--- config.mk ---
export PLATFORM = sky130hd
export DESIGN_NAME = phys_reg_free_list
export DESIGN_NICKNAME = d
export VERILOG_FILES = /design/src/rtl/phys_reg_free_list.sv
export SDC_FILE = /design/constraint.sdc
export NUM_CORES = 1
export LEC_CHECK = 0
export ABC_AREA = 1
export CORE_MARGIN = 2
export CORE_UTILIZATION = 65
export DETAILED_ROUTE_END_ITERATION = 10
export GPL_TIMING_DRIVEN = 0
export PLACE_DENSITY = 0.82
export SYNTH_ARGS = -nofsm -noshare
export SYNTH_HDL_FRONTEND = slang
export SYNTH_SLANG_ARGS = --single-unit
export TNS_END_PERCENT = 30
--- constraint.sdc ---
create_clock -name clk -period 11.45 [get_ports clk]
set_input_delay 1.7175 -clock clk [delete_from_list [all_inputs] [get_ports clk]]
set_output_delay 1.7175 -clock clk [all_outputs]
set_load 0.05 [all_outputs]
--- src/rtl/phys_reg_free_list.sv ---
// Circular free list of physical register addresses for the renamer.
// Speculative allocations are rolled back on flush; retire returns old mappings.
module phys_reg_free_list #(
    parameter int NUM_PHYS_REGS = 64,
    parameter int NUM_ARCH_REGS = 32,
    parameter int W = $clog2(NUM_PHYS_REGS)
) (
    input  logic         clk,
    input  logic         rst,
    input  logic         flush,
    input  logic         alloc_req,
    output logic [W-1:0] alloc_addr,
    output logic         alloc_available,
    input  logic         commit_alloc,
    input  logic         release_valid,
    input  logic [W-1:0] release_addr,
    output logic [W:0]   free_count,
    output logic         init_done
);

    typedef enum logic {INIT, READY} state_e;

    localparam logic [W-1:0] LAST_INIT = W'(NUM_PHYS_REGS - NUM_ARCH_REGS - 1);
    localparam logic [W-1:0] ARCH_BASE = W'(NUM_ARCH_REGS);
    localparam logic [W-1:0] CNT_ONE   = W'(1);
    localparam logic [W:0]   PTR_ONE   = (W+1)'(1);
    localparam logic [W:0]   FREE_REGS = (W+1)'(NUM_PHYS_REGS - NUM_ARCH_REGS);

    state_e       state_q, state_d;
    logic [W-1:0] init_cnt_q, init_cnt_d;
    logic [W:0]   wr_ptr_q, wr_ptr_d;
    logic [W:0]   spec_rd_ptr_q, spec_rd_ptr_d;
    logic [W:0]   commit_rd_ptr_q, commit_rd_ptr_d;
    logic         init_done_q, init_done_d;

    logic [W-1:0] mem_q [NUM_PHYS_REGS];
    logic         mem_we;
    logic [W-1:0] mem_wdata;
    logic         do_alloc;
    logic         do_release;

    assign alloc_available = (state_q == READY) && (wr_ptr_q != spec_rd_ptr_q);
    assign alloc_addr      = mem_q[spec_rd_ptr_q[W-1:0]];
    assign free_count      = wr_ptr_q - spec_rd_ptr_q;
    assign init_done       = init_done_q;
    assign do_alloc        = alloc_req & alloc_available & ~flush;
    assign do_release      = release_valid & (release_addr != '0);

    always_comb begin
        state_d         = state_q;
        init_cnt_d      = init_cnt_q;
        wr_ptr_d        = wr_ptr_q;
        spec_rd_ptr_d   = spec_rd_ptr_q;
        commit_rd_ptr_d = commit_rd_ptr_q;
        mem_we          = 1'b0;
        mem_wdata       = release_addr;
        unique case (state_q)
            INIT: begin
                mem_we     = 1'b1;
                mem_wdata  = ARCH_BASE + init_cnt_q;
                wr_ptr_d   = wr_ptr_q + PTR_ONE;
                init_cnt_d = init_cnt_q + CNT_ONE;
                if (init_cnt_q == LAST_INIT) begin
                    state_d = READY;
                end
            end
            READY: begin
                if (commit_alloc) begin
                    commit_rd_ptr_d = commit_rd_ptr_q + PTR_ONE;
                end
                // flush rewinds to the commit point, including a same-cycle commit
                if (flush) begin
                    spec_rd_ptr_d = commit_rd_ptr_d;
                end else if (do_alloc) begin
                    spec_rd_ptr_d = spec_rd_ptr_q + PTR_ONE;
                end
                if (do_release) begin
                    mem_we   = 1'b1;
                    wr_ptr_d = wr_ptr_q + PTR_ONE;
                end
            end
            default: ;
        endcase
        init_done_d = (state_d == READY);
    end

    always_ff @(posedge clk) begin
        if (rst) begin
            state_q         <= INIT;
            init_cnt_q      <= '0;
            wr_ptr_q        <= '0;
            spec_rd_ptr_q   <= '0;
            commit_rd_ptr_q <= '0;
            init_done_q     <= 1'b0;
        end else begin
            state_q         <= state_d;
            init_cnt_q      <= init_cnt_d;
            wr_ptr_q        <= wr_ptr_d;
            spec_rd_ptr_q   <= spec_rd_ptr_d;
            commit_rd_ptr_q <= commit_rd_ptr_d;
            init_done_q     <= init_done_d;
        end
    end

    always_ff @(posedge clk) begin
        if (!rst && mem_we) begin
            mem_q[wr_ptr_q[W-1:0]] <= mem_wdata;
        end
    end

    a_alloc_legal: assert property (@(posedge clk) disable iff (rst)
        (state_q == READY && alloc_req && !flush) |-> alloc_available);

    a_commit_legal: assert property (@(posedge clk) disable iff (rst)
        (state_q == READY && commit_alloc)
        |-> (spec_rd_ptr_q != commit_rd_ptr_q) || do_alloc);

    a_no_double_free: assert property (@(posedge clk) disable iff (rst)
        (state_q == READY) |-> ((wr_ptr_q - commit_rd_ptr_q) <= FREE_REGS));

endmodule

==> impl_metrics.tcl, run 1 <==
set metrics [dict create \
    synthTopCellsByArea "edfxtp_1, nand2_1, nand3_1" \
    fin_crit_ns 5.18 \
    dp.cells 2008 \
    cts_buffer_depth 3 \
    most-common-layout-cells "nand2_1, edfxtp_1, nand3_1" \
    grt-ovfl-total 0 \
    crit_required_ns 9.73 \
    yosys.area.top_type "edfxtp_1" \
    cts_resized 0 \
    synth_seq_area_share_pct 69.3 \
    yosys_register_bits 418 \
    grt_pass1_wl_mm 73.2 \
    fin_cells 2083 \
    core_sq_um 26800 \
    cts_hold_buffers 0 \
    hp-class "flip-flop to flip-flop" \
    skew_ns 0.0192 \
    grt_pass1_vias 12500 \
    max-slew-margin-rel_pct 11.4 \
    finalWorstSetupSlack_ns 6.27 \
    vdd_drop_max_mv 0.211 \
    place.gp.congestion 0.983 \
    finalSetupTns_ns 0 \
    maxCapViolations 0 \
    timing.hold.ws_ns 0.510 \
    rows 60 \
    routed_wl_mm 49.2 \
    tightest_slew_ns 1.32 \
    grt_start_max_net_pins 47 \
    max_freq_mhz 193 \
    start_util_pct 65.7 \
    die_w_um 169 \
    cts_sinks 418 \
    final_common_cell "nand2_1" \
    antenna_left 0 \
    n_antenna_cell 0 \
    h-tree-depth 2 \
    cts_setup_buffers 0 \
    final_nets 1733 \
    fin_crit_sh_pct 45.3 \
    finish.utilization_pct 73.9 \
    rsz0062_at_grt "false" \
    synth_top_area_share_pct 65.4 \
    die_area_sq_um 28400 \
    placed_area_sq_um 18500 \
    synth.distinct_cells 28 \
    path_clk_slew_ns 0.07 \
    pin_count 27 \
    criticalPathCategory "flip-flop to output port" \
    antenna_found_initial 0 \
    crit_path_start_kind "flip-flop" \
    post-route-drc-count 0 \
    synthToLayoutAreaGrowth_pct 12.5 \
    crit_arrival_ns 3.47 \
    tritoncts "built" \
    finalHoldViolCount 0 \
    syn-num-nets 1657 \
    drt_pass1_iterations 6 \
    synth_warnings 0 \
    grt_usage_pct 35.0 \
    netlist_instances 1634 \
    setup_viol 0 \
    drt_iter0_drc 1976 \
    synth_edf_count 384 \
    clock_latency_ns 0.55 \
    worst_setup_path_end_kind "output port" \
    slew_violations 0 \
    vias_per_cell 6.30 \
    final_cell_area_sq_um 19800 \
    p_leak_nw 7.27 \
    outcome "finished clean" \
    hpwlAfterDp_mm 33.4 \
    fillers 1759 \
    synthFlopType "edfxtp_1" \
    synthArstFlopShare_pct 0 \
    syn_avg_cell_area_sq_um 10.8 \
    numCtsBuffers 41 \
    io_buffers 26 \
    die_h_um 169 \
    dr_total_vias 13100 \
    path_max_fanout 10 \
    power_mw 3.06 \
    power_density_nw_per_um2 155 \
    dp_slack_ns 6.73 \
    routedWlPerCell_um 23.6 \
    cts_root_buf "clkbuf_16" \
    drive_above_1_share_pct 7.86 \
    mappedNetlistArea_sq_um 17600 \
]
==> worst max-delay path, cell delays in order, from the launching register on <==
cell and delay, ns:
dfxtp_1 0.43, buf_2 0.34, buf_1 0.54, nand3_1 0.24, nand2_1 0.11, nand2_1 0.05
nand3_1 0.13, nand3_1 0.09, nand2_1 0.16, clkdlybuf4s50_1 0.83
==> cells in the mapped netlist, types with 10 or more instances <==
cell	number
inv_1	45
buf_2	44
nand2_1	545
buf_1	11
nand3_1	344
buf_4	15
clkbuf_1	16
a21oi_1	23
dfxtp_1	34
ha_1	10
edfxtp_1	384
o21ai_0	28
nor2_1	94
==> kinds of logic (layout without fill, tap and decap cells) <==
| group | after synthesis | after routing | share of synthesized area [%] |
|---|---|---|---|
| muxes | 2 | 2 | 0.114 |
| DFF | 418 | 418 | 69.3 |
| AOI/OAI and AO/OA | 58 | 58 | 1.75 |
| adders and majority gates | 11 | 11 | 0.824 |
| and+or+nand+nor | 997 | 997 | 23.9 |
| xor gates and xnor gates | 13 | 13 | 0.646 |
| buffers and inverters | 135 | 243 | 3.51 |
==> report_power, final <==
| part | internal, mW | leakage, nW | switching (mW) | total, mW |
|---|---|---|---|---|
| Clock | 0.735 | 0.639 | 0.569 | 1.30 |
| Sequential | 1.67 | 3.76 | 0.00351 | 1.67 |
| Combinational | 0.0254 | 2.87 | 0.0649 | 0.0903 |
==> path summary, 6_finish.rpt <==
| kind | start | end | slack, ns | depth (start not counted) |
|---|---|---|---|---|
| min | wr_ptr_q[6]$_SDFFE_PP0P_ | wr_ptr_q[6]$_SDFFE_PP0P_ | 0.51 | 2 |
| max reg2reg | init_done$_SDFF_PP0_ | mem_q[30][3]$_DFFE_PP_ | 8.50 | 6 |
| min reg2reg | wr_ptr_q[6]$_SDFFE_PP0P_ | wr_ptr_q[6]$_SDFFE_PP0P_ | 0.51 | 2 |
| max | flip-flop | alloc_addr[4] | 6.27 | 9 |
==> cell type report <==
| type | count | area (sq um) | area share (%) |
|---|---|---|---|
| Timing Repair Buffer | 33 | 415 | 2.10 |
| Sequential cell | 418 | 12200 | 61.6 |
| Clock inverter | 26 | 154 | 0.777 |
| Buffer | 86 | 434 | 2.19 |
| Inverter | 49 | 184 | 0.928 |
| Multi-Input combinational cell | 1081 | 4850 | 24.5 |
| Tap cell | 341 | 427 | 2.15 |
| Clock buffer | 49 | 1140 | 5.76 |
==> sequential cells by signal, indices dropped and copies added, names as in the netlist, named ones only <==
name	flops
spec_rd_ptr_q	7
init_done	1
wr_ptr_q	7
commit_rd_ptr_q	7
init_cnt_q	6
mem_q	384
==> per-layer routing <==
layer	part of all wire, %	GRT usage (%)	up-vias
met1	37	48.5	6174
met2	47	56.1	980
met5	0	0	-
li1	-	-	5817
met4	4.0	13.9	0
met3	13	6.41	143
Power figures use the tool's default switching activity.
==> run 2: changes to the inputs <==
- CORE_UTILIZATION: 65 -> 62
- PLACE_DENSITY: 0.82 -> 0.79
- clock period: 11.45 -> 5.15 ns (I/O delays scaled with it)
==> run 2 against run 1 <==
Hold slack improved by 0.0093 ns; clock power rose by 120%; design area rose by 0.60%; routed wire length fell by 0.48%; flip-flop and latch count did not move; critical endpoint is now alloc_addr[5]; highest routed layer unchanged; die area rose by 4.7%; cell count rose by 1.7%; non-clock buffer count rose by 3; largest cell class unchanged.
==> impl_metrics.tcl, run 2 (synthesis results as in run 1) <==
set metrics [dict create \
    p_switching_mw 1.38 \
    finalHoldViolCount 0 \
    p_leak_nw 7.29 \
    grt_pass1_wl_mm 73.0 \
    tightest_slew_ns 1.03 \
    multi_input_area_sq_um 4860 \
    outcome "finished clean" \
    die_area_sq_um 29800 \
    routedWlPerCell_um 23.1 \
    start_util_pct 63.3 \
    rsz0062_at_grt "false" \
    grt_pass1_vias 12500 \
    vdd_drop_max_mv 0.282 \
    power_density_nw_per_um2 342 \
    vias_per_cell 6.20 \
    grt-ovfl-total 0 \
    criticalPathCategory "flip-flop to output port" \
    h-tree-depth 2 \
    clock_latency_ns 0.55 \
    crit_arrival_ns 3.47 \
    synthToLayoutAreaGrowth_pct 13.1 \
    worst_setup_path_end_kind "output port" \
    tritoncts "built" \
    grt_start_max_net_pins 39 \
    drt_iter0_drc 2027 \
    antenna_found_initial 0 \
    max-slew-margin-rel_pct 31.1 \
    cts_buffer_depth 3 \
    antenna_left 0 \
    cts_root_buf "clkbuf_16" \
    hp-class "flip-flop to flip-flop" \
    setup_viol 0 \
    skew_ns 0.0199 \
    die_w_um 173 \
    dr_total_vias 13100 \
    cts_sinks 418 \
    fin_crit_ns 4.24 \
    hpwlAfterDp_mm 33.4 \
    n_antenna_cell 0 \
    cts_resized 0 \
    crit_path_start_kind "flip-flop" \
    post-route-drc-count 0 \
    dp_slack_ns 1.45 \
    power_mw 6.82 \
    finalWorstSetupSlack_ns 0.908 \
    core_sq_um 27900 \
    path_clk_slew_ns 0.06 \
    maxCapViolations 0 \
    slew_violations 0 \
    p_seq_share_pct 54.4 \
    max_freq_mhz 236 \
    largest_reg_flops 384 \
    cts_hold_buffers 0 \
    pwr-share-clk_pct 42.5 \
    p_int_mw 5.44 \
    final_common_cell "nand2_1" \
    io_buffers 26 \
    dp.cells 2048 \
    die_h_um 173 \
    grt_usage_pct 32.7 \
    seq_area_sq_um 12200 \
    fillers 1889 \
    numCtsBuffers 42 \
    drt_pass1_iterations 7 \
    swShare_pct 20.3 \
    place.gp.congestion 0.971 \
    comb_power_share_pct 3.1 \
    crit_required_ns 4.38 \
    most-common-layout-cells "nand2_1, edfxtp_1, nand3_1" \
    cts_setup_buffers 0 \
    final_nets 1737 \
    routed_wl_mm 48.9 \
    rows 61 \
    fin_crit_sh_pct 82.4 \
    pin_count 27 \
    drive_above_1_share_pct 7.81 \
    fin_cells 2119 \
    path_max_fanout 10 \
]
-- run 2: changes by cell type in the layout (fill, tap and decap cells not counted), sizes merged --
| cell | change |
|---|---|
| clkbuf | +1 |
| inv | -1 |
| clkinv | -7 |
| bufinv | +2 |
| clkinvlp | +1 |
| buf | +3 |
-- run 2: power groups by stage --
stage / clock network [mW] / registers [mW] / logic [mW]
floorplan: 0 / 3.79 / 0.104
global placement: 0 / 3.80 / 0.177
detailed placement: 0 / 3.78 / 0.206
CTS: 2.88 / 3.71 / 0.207
global route: 3.01 / 3.71 / 0.221
finish: 2.90 / 3.71 / 0.208
-- run 2: worst max-delay path, cell delays in order (launching register included) --
cell and delay [ns]:
dfxtp_1 0.44, buf_2 0.33, buf_1 0.52, nand3_1 0.28, nand2_1 0.12, nand2_1 0.06, nand3_1 0.13, nand3_1 0.08
nand2_1 0.13, clkdlybuf4s50_1 0.83
-- run 2: area by class of cell --
class	count	area share, %
buffer	86	2.18
multi-input combinational	1081	24.4
clock buffer	50	5.53
timing repair buffer	36	2.50
inverter	49	0.923
tap	378	2.37
sequential	418	61.3
clock inverter	21	0.891
-- run 2: metrics by stage --
stage / TNS (ns) / hold WS [ns] / instance area [sq um] / utilization [%]
finish: 0 / 0.520 / 19900 / 71.6
floorplan: 0 / 0.456 / 17600 / -
detailed placement: 0 / 0.503 / 18700 / 67.0
global placement: -706.00 / 0.479 / 18400 / 65.9
global route: 0 / 0.542 / 19900 / 71.6
CTS: 0 / 0.517 / 19900 / 71.6
-- run 2: path summary, 6_finish.rpt --
path	endpoint	slack (ns)	start	cells after the start
max reg2reg	mem_q[30][1]$_DFFE_PP_	2.26	init_done$_SDFF_PP0_	6
max	alloc_addr[5]	0.91	flip-flop	9
min	wr_ptr_q[6]$_SDFFE_PP0P_	0.52	wr_ptr_q[6]$_SDFFE_PP0P_	2
min reg2reg	wr_ptr_q[6]$_SDFFE_PP0P_	0.52	wr_ptr_q[6]$_SDFFE_PP0P_	2
-- run 2: metal layers --
metal  up-vias  wire length [um]  global-route usage (%)
li1       5814                 -                       -
met1      6196             18100                    44.1
met2       952             22800                    51.4
met3       171              5760                    7.50
met4         0              2300                    14.9
met5         -                 0                       0
==> run 3: changes to the inputs <==
- clock period: 5.15 -> 4.2 ns (I/O delays scaled with it)
==> results of run 3 <==
The final DEF is identical to that of run 2. Status: finished clean.
Main changes from that run: setup slack after placement 1.45 ns -> 0.645 ns; setup slack after layout 0.908 ns -> 0.100 ns; register-to-register setup slack 2.26 ns -> 1.31 ns; total power 6.82 mW -> 8.36 mW; worst IR drop on VDD 0.282 mV -> 0.345 mV
